## src/rtl/minmax_frame_feeder.sv

```systemverilog
// Feeds a buffered sample stream to the min/max filter in frames and returns the mid-range per frame.
// Samples can be popped one cycle after push; the result is valid one cycle after frame end; a full result slot stalls the frame end.

module minmax_fifo #(
  parameter int W     = 9,
  parameter int DEPTH = 4
) (
  input  logic         clock,
  input  logic         reset,
  input  logic         push,
  input  logic [W-1:0] push_data,
  input  logic         pop,
  output logic [W-1:0] head,
  output logic         empty,
  output logic         full
);
  localparam int AW = $clog2(DEPTH);

  logic [W-1:0] mem [DEPTH];
  logic [AW:0]  wr_ptr;
  logic [AW:0]  rd_ptr;

  always_ff @(posedge clock) begin
    if (reset) begin
      wr_ptr <= '0;
      rd_ptr <= '0;
    end else begin
      if (push) wr_ptr <= wr_ptr + (AW+1)'(1);
      if (pop)  rd_ptr <= rd_ptr + (AW+1)'(1);
    end
  end

  always_ff @(posedge clock) begin
    if (push) mem[wr_ptr[AW-1:0]] <= push_data;
  end

  assign head  = mem[rd_ptr[AW-1:0]];
  assign empty = (wr_ptr == rd_ptr);
  assign full  = (wr_ptr[AW] != rd_ptr[AW]) && (wr_ptr[AW-1:0] == rd_ptr[AW-1:0]);
endmodule

module minmax_frame_feeder #(
  parameter  int MSB       = 8,
  parameter  int FRAME_LEN = 16,
  parameter  int DEPTH     = 4,
  localparam int CW        = $clog2(FRAME_LEN+1)
) (
  input  logic          clock,
  input  logic          reset,
  input  logic          s_valid,
  output logic          s_ready,
  input  logic [MSB:0]  s_data,
  input  logic          s_flush,
  output logic [MSB:0]  f_in,
  output logic          f_clear,
  output logic          f_enable,
  output logic          f_reset,
  input  logic [MSB:0]  f_out,
  output logic          r_valid,
  input  logic          r_ready,
  output logic [MSB:0]  r_data,
  output logic [CW-1:0] r_count,
  output logic          busy
);
  typedef enum logic [1:0] {ST_CLR, ST_IDLE, ST_RUN} state_t;

  state_t        state, state_nxt;
  logic [CW-1:0] cnt, cnt_nxt;
  logic [MSB:0]  hold_q, hold_nxt;
  logic          flush_pend, flush_pend_nxt;
  logic          r_valid_q;
  logic [MSB:0]  r_data_q;
  logic [CW-1:0] r_count_q;

  logic          push, pop, empty, full;
  logic [MSB:0]  head;
  logic          slot_free;
  logic          capture;
  logic [CW-1:0] cap_count;

  assign s_ready   = !reset && !full;
  assign push      = s_valid && s_ready;
  assign slot_free = !r_valid_q || r_ready;

  minmax_fifo #(.W(MSB+1), .DEPTH(DEPTH)) u_fifo (
    .clock     (clock),
    .reset     (reset),
    .push      (push),
    .push_data (s_data),
    .pop       (pop),
    .head      (head),
    .empty     (empty),
    .full      (full)
  );

  always_ff @(posedge clock) begin
    if (reset) begin
      state      <= ST_CLR;
      cnt        <= '0;
      hold_q     <= '0;
      flush_pend <= 1'b0;
    end else begin
      state      <= state_nxt;
      cnt        <= cnt_nxt;
      hold_q     <= hold_nxt;
      flush_pend <= flush_pend_nxt;
    end
  end

  always_comb begin
    state_nxt      = state;
    cnt_nxt        = cnt;
    hold_nxt       = hold_q;
    flush_pend_nxt = flush_pend;
    pop            = 1'b0;
    capture        = 1'b0;
    cap_count      = cnt;
    f_in           = '0;
    f_clear        = 1'b0;
    f_enable       = 1'b0;
    f_reset        = 1'b0;
    if (reset) begin
      f_clear = 1'b1;
    end else begin
      case (state)
        ST_CLR: begin
          f_clear   = 1'b1;
          state_nxt = ST_IDLE;
        end
        ST_IDLE: begin
          // Single-sample frames end on the starting pop, so they need the slot up front.
          if (!empty && (FRAME_LEN > 1 || slot_free)) begin
            pop      = 1'b1;
            f_in     = head;
            f_enable = 1'b1;
            f_reset  = 1'b1;
            hold_nxt = head;
            cnt_nxt  = CW'(1);
            if (FRAME_LEN == 1) begin
              capture   = 1'b1;
              cap_count = CW'(FRAME_LEN);
            end else begin
              state_nxt = ST_RUN;
            end
          end
        end
        ST_RUN: begin
          // Enable stays high all frame; re-feeding hold_q is harmless to min/max.
          f_enable = 1'b1;
          f_in     = hold_q;
          if (s_flush || flush_pend) begin
            if (slot_free) begin
              capture        = 1'b1;
              cap_count      = cnt;
              flush_pend_nxt = 1'b0;
              state_nxt      = ST_IDLE;
            end else begin
              flush_pend_nxt = 1'b1;
            end
          end else if (!empty) begin
            if (cnt == CW'(FRAME_LEN-1)) begin
              if (slot_free) begin
                pop       = 1'b1;
                f_in      = head;
                hold_nxt  = head;
                cnt_nxt   = CW'(FRAME_LEN);
                capture   = 1'b1;
                cap_count = CW'(FRAME_LEN);
                state_nxt = ST_IDLE;
              end
            end else begin
              pop      = 1'b1;
              f_in     = head;
              hold_nxt = head;
              cnt_nxt  = cnt + CW'(1);
            end
          end
        end
        default: state_nxt = ST_CLR;
      endcase
    end
  end

  always_ff @(posedge clock) begin
    if (reset) begin
      r_valid_q <= 1'b0;
      r_data_q  <= '0;
      r_count_q <= '0;
    end else if (capture) begin
      r_valid_q <= 1'b1;
      r_data_q  <= f_out;
      r_count_q <= cap_count;
    end else if (r_ready) begin
      r_valid_q <= 1'b0;
    end
  end

  assign r_valid = r_valid_q && !reset;
  assign r_data  = reset ? '0 : r_data_q;
  assign r_count = reset ? '0 : r_count_q;
  assign busy    = !reset && (state == ST_RUN);
endmodule

```

## config.mk

```make
export PLATFORM = sky130hd
export DESIGN_NAME = minmax_frame_feeder
export DESIGN_NICKNAME = d
export VERILOG_FILES = /design/src/rtl/minmax_frame_feeder.sv
export SDC_FILE = /design/constraint.sdc
export NUM_CORES = 1
export LEC_CHECK = 0
export ABC_CLOCK_PERIOD_IN_PS = 4700
export CAP_MARGIN = 25
export CORE_MARGIN = 4
export CORE_UTILIZATION = 32
export DETAILED_ROUTE_END_ITERATION = 7
export HOLD_SLACK_MARGIN = 0.05
export SLEW_MARGIN = 20
export SYNTH_ARGS = -nofsm -noshare
export SYNTH_HDL_FRONTEND = slang
export SYNTH_SLANG_ARGS = --single-unit
```

## constraint.sdc

```tcl
create_clock -name clock -period 4.7 [get_ports clock]
set_clock_uncertainty 0.2 [all_clocks]
set_input_delay 1.41 -clock clock [delete_from_list [all_inputs] [get_ports clock]]
set_output_delay 1.41 -clock clock [all_outputs]
set_load 0.02 [all_outputs]
```

# After elaboration in Yosys (flattened, before gate mapping)
# Memories as Yosys holds them, arrays and structs flattened. A register that Yosys moved wholly into a read port is not among the register bits.
# Cells that the tools add are included.
op_classes:
  addsub: 3
  eq_ne: 11
  reduce_logical: 17
  n_mux: 52
ops:
  columns: ["operator", "n"]
  rows:
  - ["$mux W9", 8]
  - ["$mux W5", 10]
  - ["$pmux W9 S2", 2]
  - ["$mux W1", 21]
  - ["$mux W2", 7]
  - ["$pmux W5 S2", 1]
  - ["$add A3 B1 Y3 const B", 2]
  - ["$ne A2 B2 Y1 const B", 3]
  - ["$ne A3 B3 Y1 const B", 2]
  - ["$pmux W2 S3", 1]
  - ["$add A5 B1 Y5 const B", 1]
  - ["$eq A5 B4 Y1 const B", 1]
  - ["$logic_and A1 B1 Y1", 5]
  - ["$pmux W1 S2", 2]
  - ["$reduce_and A2 Y1", 2]
  - ["$reduce_and A4 Y1", 1]
  - ["$reduce_bool A2 Y1", 2]
  - ["$eq A3 B3 Y1", 1]
  - ["$logic_not A1 Y1", 3]
  - ["$reduce_and A3 Y1", 1]
  - ["$eq A2 B1 Y1 const B", 1]
  - ["$eq A2 B2 Y1", 1]
  - ["$eq A2 B2 Y1 const B", 1]
  - ["$logic_not A2 Y1", 1]
  - ["2 further kinds", 3]
totals:
  mem_bits_rw: 36
  memories: 1
  ff_bits: 38
  elab_cells: 93
  in_bits: 23
mem_list:
  columns: ["name", "depth", "width", "read_ports", "rd_clocked_by_memory_dff", "write_ports", "line", "text"]
  rows:
  - ["u_fifo.mem", 4, 9, 1, 1, 1, "19", "logic [W-1:0] mem [DEPTH];"]

# Logic depth before layout (Yosys ltp)
logic_depth:
  word_depth: 10
  mapped_depth: 9
  depth_no_buf: 7

# Cells and area by module
# Synthesis repeated with hierarchy kept, for this count alone.
unflattened:
  cells_unflattened: 275
  hier_area_um2: 3400.8
modules_own_cells:
  columns: ["module", "instances", "seq_area_each_um2", "cells_per_inst", "area_each_um2"]
  rows:
  - ["minmax_fifo", 1, 1241.2, 87, 1700.4]
  - ["minmax_frame_feeder", 1, 640.6, 188, 1700.4]

# Worst setup path before layout
# Ideal clock, no wire load.
synth_path:
  path_type: "input-to-output"
  from: "input port s_flush"
  to: "output port f_in[0]"
  path_slack_ps: 359
  arrival_ps: 2731
  cell_stages: 5
  t_required_ps: 3090
  path_buffers: 1
  path_cell_list: "or2_2 a211oi_1 o2111a_1 clkbuf_1 a22o_1"
synth_via:
  elab_chain_len: 4
synth_rtl:
  columns: ["element", "line", "text"]
  rows:
  - ["from (decl)", "53", "input logic s_flush,"]
  - ["$logic_or A1 B1 Y1", "151", "if (s_flush || flush_pend) begin"]
  - ["$mux W9", "151", null]
  - ["$pmux W9 S2", "125", "case (state)"]
  - ["$mux W9", "122", "if (reset) begin"]
  - ["to (decl)", "54", "output logic [MSB:0] f_in,"]
# Every way passes these cells.

# Worst setup path in the final report
layout_path:
  from: "input port reset"
  to: "output port f_clear"
layout_via:
  elab_chain_len: 1
layout_rtl:
  columns: ["element", "line", "text"]
  rows:
  - ["from (decl)", "49", "input logic reset,"]
  - ["$mux W1", "122", null]
  - ["to (decl)", "55", "output logic f_clear,"]
# Every way passes these cells.

==> results by group <==
Run status
  • Status: completed

STA
  • Final worst path period need: 4.62 ns
  • Setup violators final: 0
  • Max Slew Vio Count: 0
  • Final WS setup: 0.0783 ns
  • Worst rel slew slack: 52.7%
  • Final setup TNS: 0 ns
  • Hold Worst Slack: between 0.3 and 0.4 ns
  • Final Hold Fails: 0
  • Slew @ Worst Pin: 0.709 ns
  • Final period util: 98.3%
  • Max Freq: 216 MHz

Final layout
  • Post-layout util: 41.4%
  • Fin cells: around 470
  • Layout area overhead: 26.1%
  • Share of layout cells above drive strength 1: a little over a fifth
  • Nets: 358
  • Diode count: 0

Synth
  • Ys async rst share: 0%
  • Synth Net Count: between 200 and 300
  • Largest family of logic cells by synthesized area: multiplexers
  • Top-area cell type share of the netlist area: 31.9%
  • Mux contribution to synthesized area: between 10% and 20%
  • Synth area leader: edfxtp_1
  • Synthesized area: around 0.0034 mm2
  • Synth Area in Simple Gates: 10.2%
  • Mean Syn Cell Area: between 10 and 15 um2
  • Yosys warning total: 0
  • Adder-cell share of the synthesized area: 3.69%
  • Synth unique cells: 54
  • Synth top area cells: edfxtp_1 (32%), dfxtp_1 (24%), mux4_2 (6.0%)
  • EDFF count, synth: 36
  • Complex-gate fraction of the synthesized area: 11.8%
  • Top FF cell, synth: dfxtp_1
  • Cells after Synth: 264
  • Post-synthesis register bit count: 76
  • Xor and xnor area share after synthesis: 2.03%
  • Seq/Total Area, Yosys: 55.6%

Setup path
  • Worst path required time: 3.09 ns
  • CP Capture Type: output pin
  • Worst path arrival time: 3.01 ns
  • Startpoint types: primary input
  • Setup Crit Path Kind: primary input to output pin
  • Worst-path fanout max: 46

Routing
  • Initial DRT Pass Iterations: 4
  • Routed wire length: 6970 um
  • DR iter-0 viols: 112
  • Vias per inst: 4.75
  • DR vias: 2214
  • ANT nets after route: 0
  • Wire length per cell: about 15 um
  • DR DRC count: 0

Floorplan
  • Core box area: between 0.01 and 0.015 mm2
  • Initial Util: 32.8%
  • Die X: 111 um
  • FP Rows: 37
  • Io pins: 52
  • Die area: 0.0123 mm2
  • Die H: 111 um

Min path
  • Hold WC Path Type: flip-flop to flip-flop

Global routing
  • Remaining global-route overflow: 0
  • Vias in the first global route: 2246
  • First-pass GRT wire length: 11200 um
  • GRT Total Usage: 11.5%
  • Largest net degree at the start of global routing: 47
  • Initial antenna violation count: 0

Power and ir drop
  • PD cells: 363 mW/mm2
  • Worst vdd ir: 0.198 mV
  • Pleak: 1.61 nW

Clock tree
  • H-tree depth: 3
  • Clk Latency, worst-skew pair: between 0.3 and 0.4 ns
  • Clock root cell: clkbuf_8
  • Clk sinks: 76
  • Clk buf depth: 2
  • CTS clock-pin slew for the worst setup and hold paths: 0.09 ns
  • CTS tree: done
  • Inserted Clock Buffers: 9
  • Post-CTS Hold Buffers: 0

Placement
  • Inst Count DP: 448
  • Post-detail-place hpwl: 4770 um
  • Post-Place Setup Slack: -0.637 ns
  • Port bufs: 51
  • Gpl congestion: 0.782

Run
  • MaxCap Viol Count: 0
-- cell families (layout without fill, tap and decap cells) --
group | count (synthesis) | after routing
and+or+nand+nor | 66 | 66
xor gates and xnor gates | 7 | 7
muxes | 30 | 30
buffers and inverters | 23 | 89
AOI/OAI and AO/OA | 52 | 52
DFF | 76 | 76
adders and majority gates | 10 | 10
-- critical path, stage by stage --
cell and delay [ns]:
clkdlybuf4s50_1 0.50, buf_6 0.33, or2_2 0.18, clkdlybuf4s50_1 0.60
-- layer usage --
layer  track usage, %  up-vias  wire (um)
li1                 -     1096          -
met2             18.4       63       3230
met1             14.3     1043       3210
met4             3.94        0        112
met3             4.20       12        411
met5                0        -          0
-- final timing paths --
path                    start          end  slack [ns]  cells past startpoint
max                     reset      f_clear        0.08                      4
min                 hold_q[1]    hold_q[1]        0.30                      2
max reg2reg  u_fifo.wr_ptr[1]  r_data_q[0]        2.25                      6
min reg2reg         hold_q[1]    hold_q[1]        0.30                      2
-- synth_stat cells, drive strengths merged (6+ instances only) --
library cell   n
mux2i         11
nor2          21
mux2          10
a21oi          9
mux4           9
nand2         11
o21ai          7
a22o          13
ha            10
xnor2          6
edfxtp        36
nor2b         16
inv           10
buf            8
dfxtp         40
-- final cells by class --
| type | instances | area [um2] |
|---|---|---|
| Fill cell | 999 | 6050 |
| Tap cell | 136 | 170 |
| Clock buffer | 10 | 128 |
| Inverter | 10 | 37.5 |
| Clock inverter | 6 | 73.8 |
| Timing Repair Buffer | 63 | 578 |
| Multi-Input combinational cell | 165 | 1400 |
| Sequential cell | 76 | 1880 |
-- power breakdown --
part / switching (mW) / internal [mW] / total [mW]
Sequential: 0.0321 / 0.735 / 0.767
Combinational: 0.146 / 0.129 / 0.275
Clock: 0.258 / 0.251 / 0.509
Total: 0.436 / 1.12 / 1.55
-- cell usage in the layout, fill, tap and decap left out, types with 8 or more instances in the layout --
master / Yosys / routed
a21oi_1: 8 / 8
a22o_1: 9 / 9
buf_4: 1 / 10
clkbuf_8: 0 / 9
clkdlybuf4s50_1: 0 / 41
dfxtp_1: 40 / 40
edfxtp_1: 36 / 36
ha_1: 10 / 10
inv_1: 10 / 10
mux2i_1: 11 / 11
mux4_2: 9 / 9
nand2_1: 11 / 11
nor2_1: 21 / 21
nor2b_1: 16 / 15
-- stage by stage --
step                total power [mW]  area [um2]
detailed placement              1.06        4060
global route                    1.63        4270
global placement                1.05        4060
CTS                             1.57        4250
finish                          1.55        4270
floorplan                      0.970        3390
-- state kept, by name, summed over array words and instances, names as in the netlist, named ones only --
signal and count:
r_data_q 9, hold_q 9, r_count_q 5, cnt 5, state 2, u_fifo.rd_ptr 3
flush_pend 1, u_fifo.mem 36, r_valid_q 1, u_fifo.wr_ptr 3
-- timing repair --
action,in CTS,in global routing
pin swaps,2,1
endpoints found under the setup margin,10,9
gates resized for setup,41,4
hold endpoints to repair,0,0
buffers inserted,1,1
(Power assumes the default switching activity.)
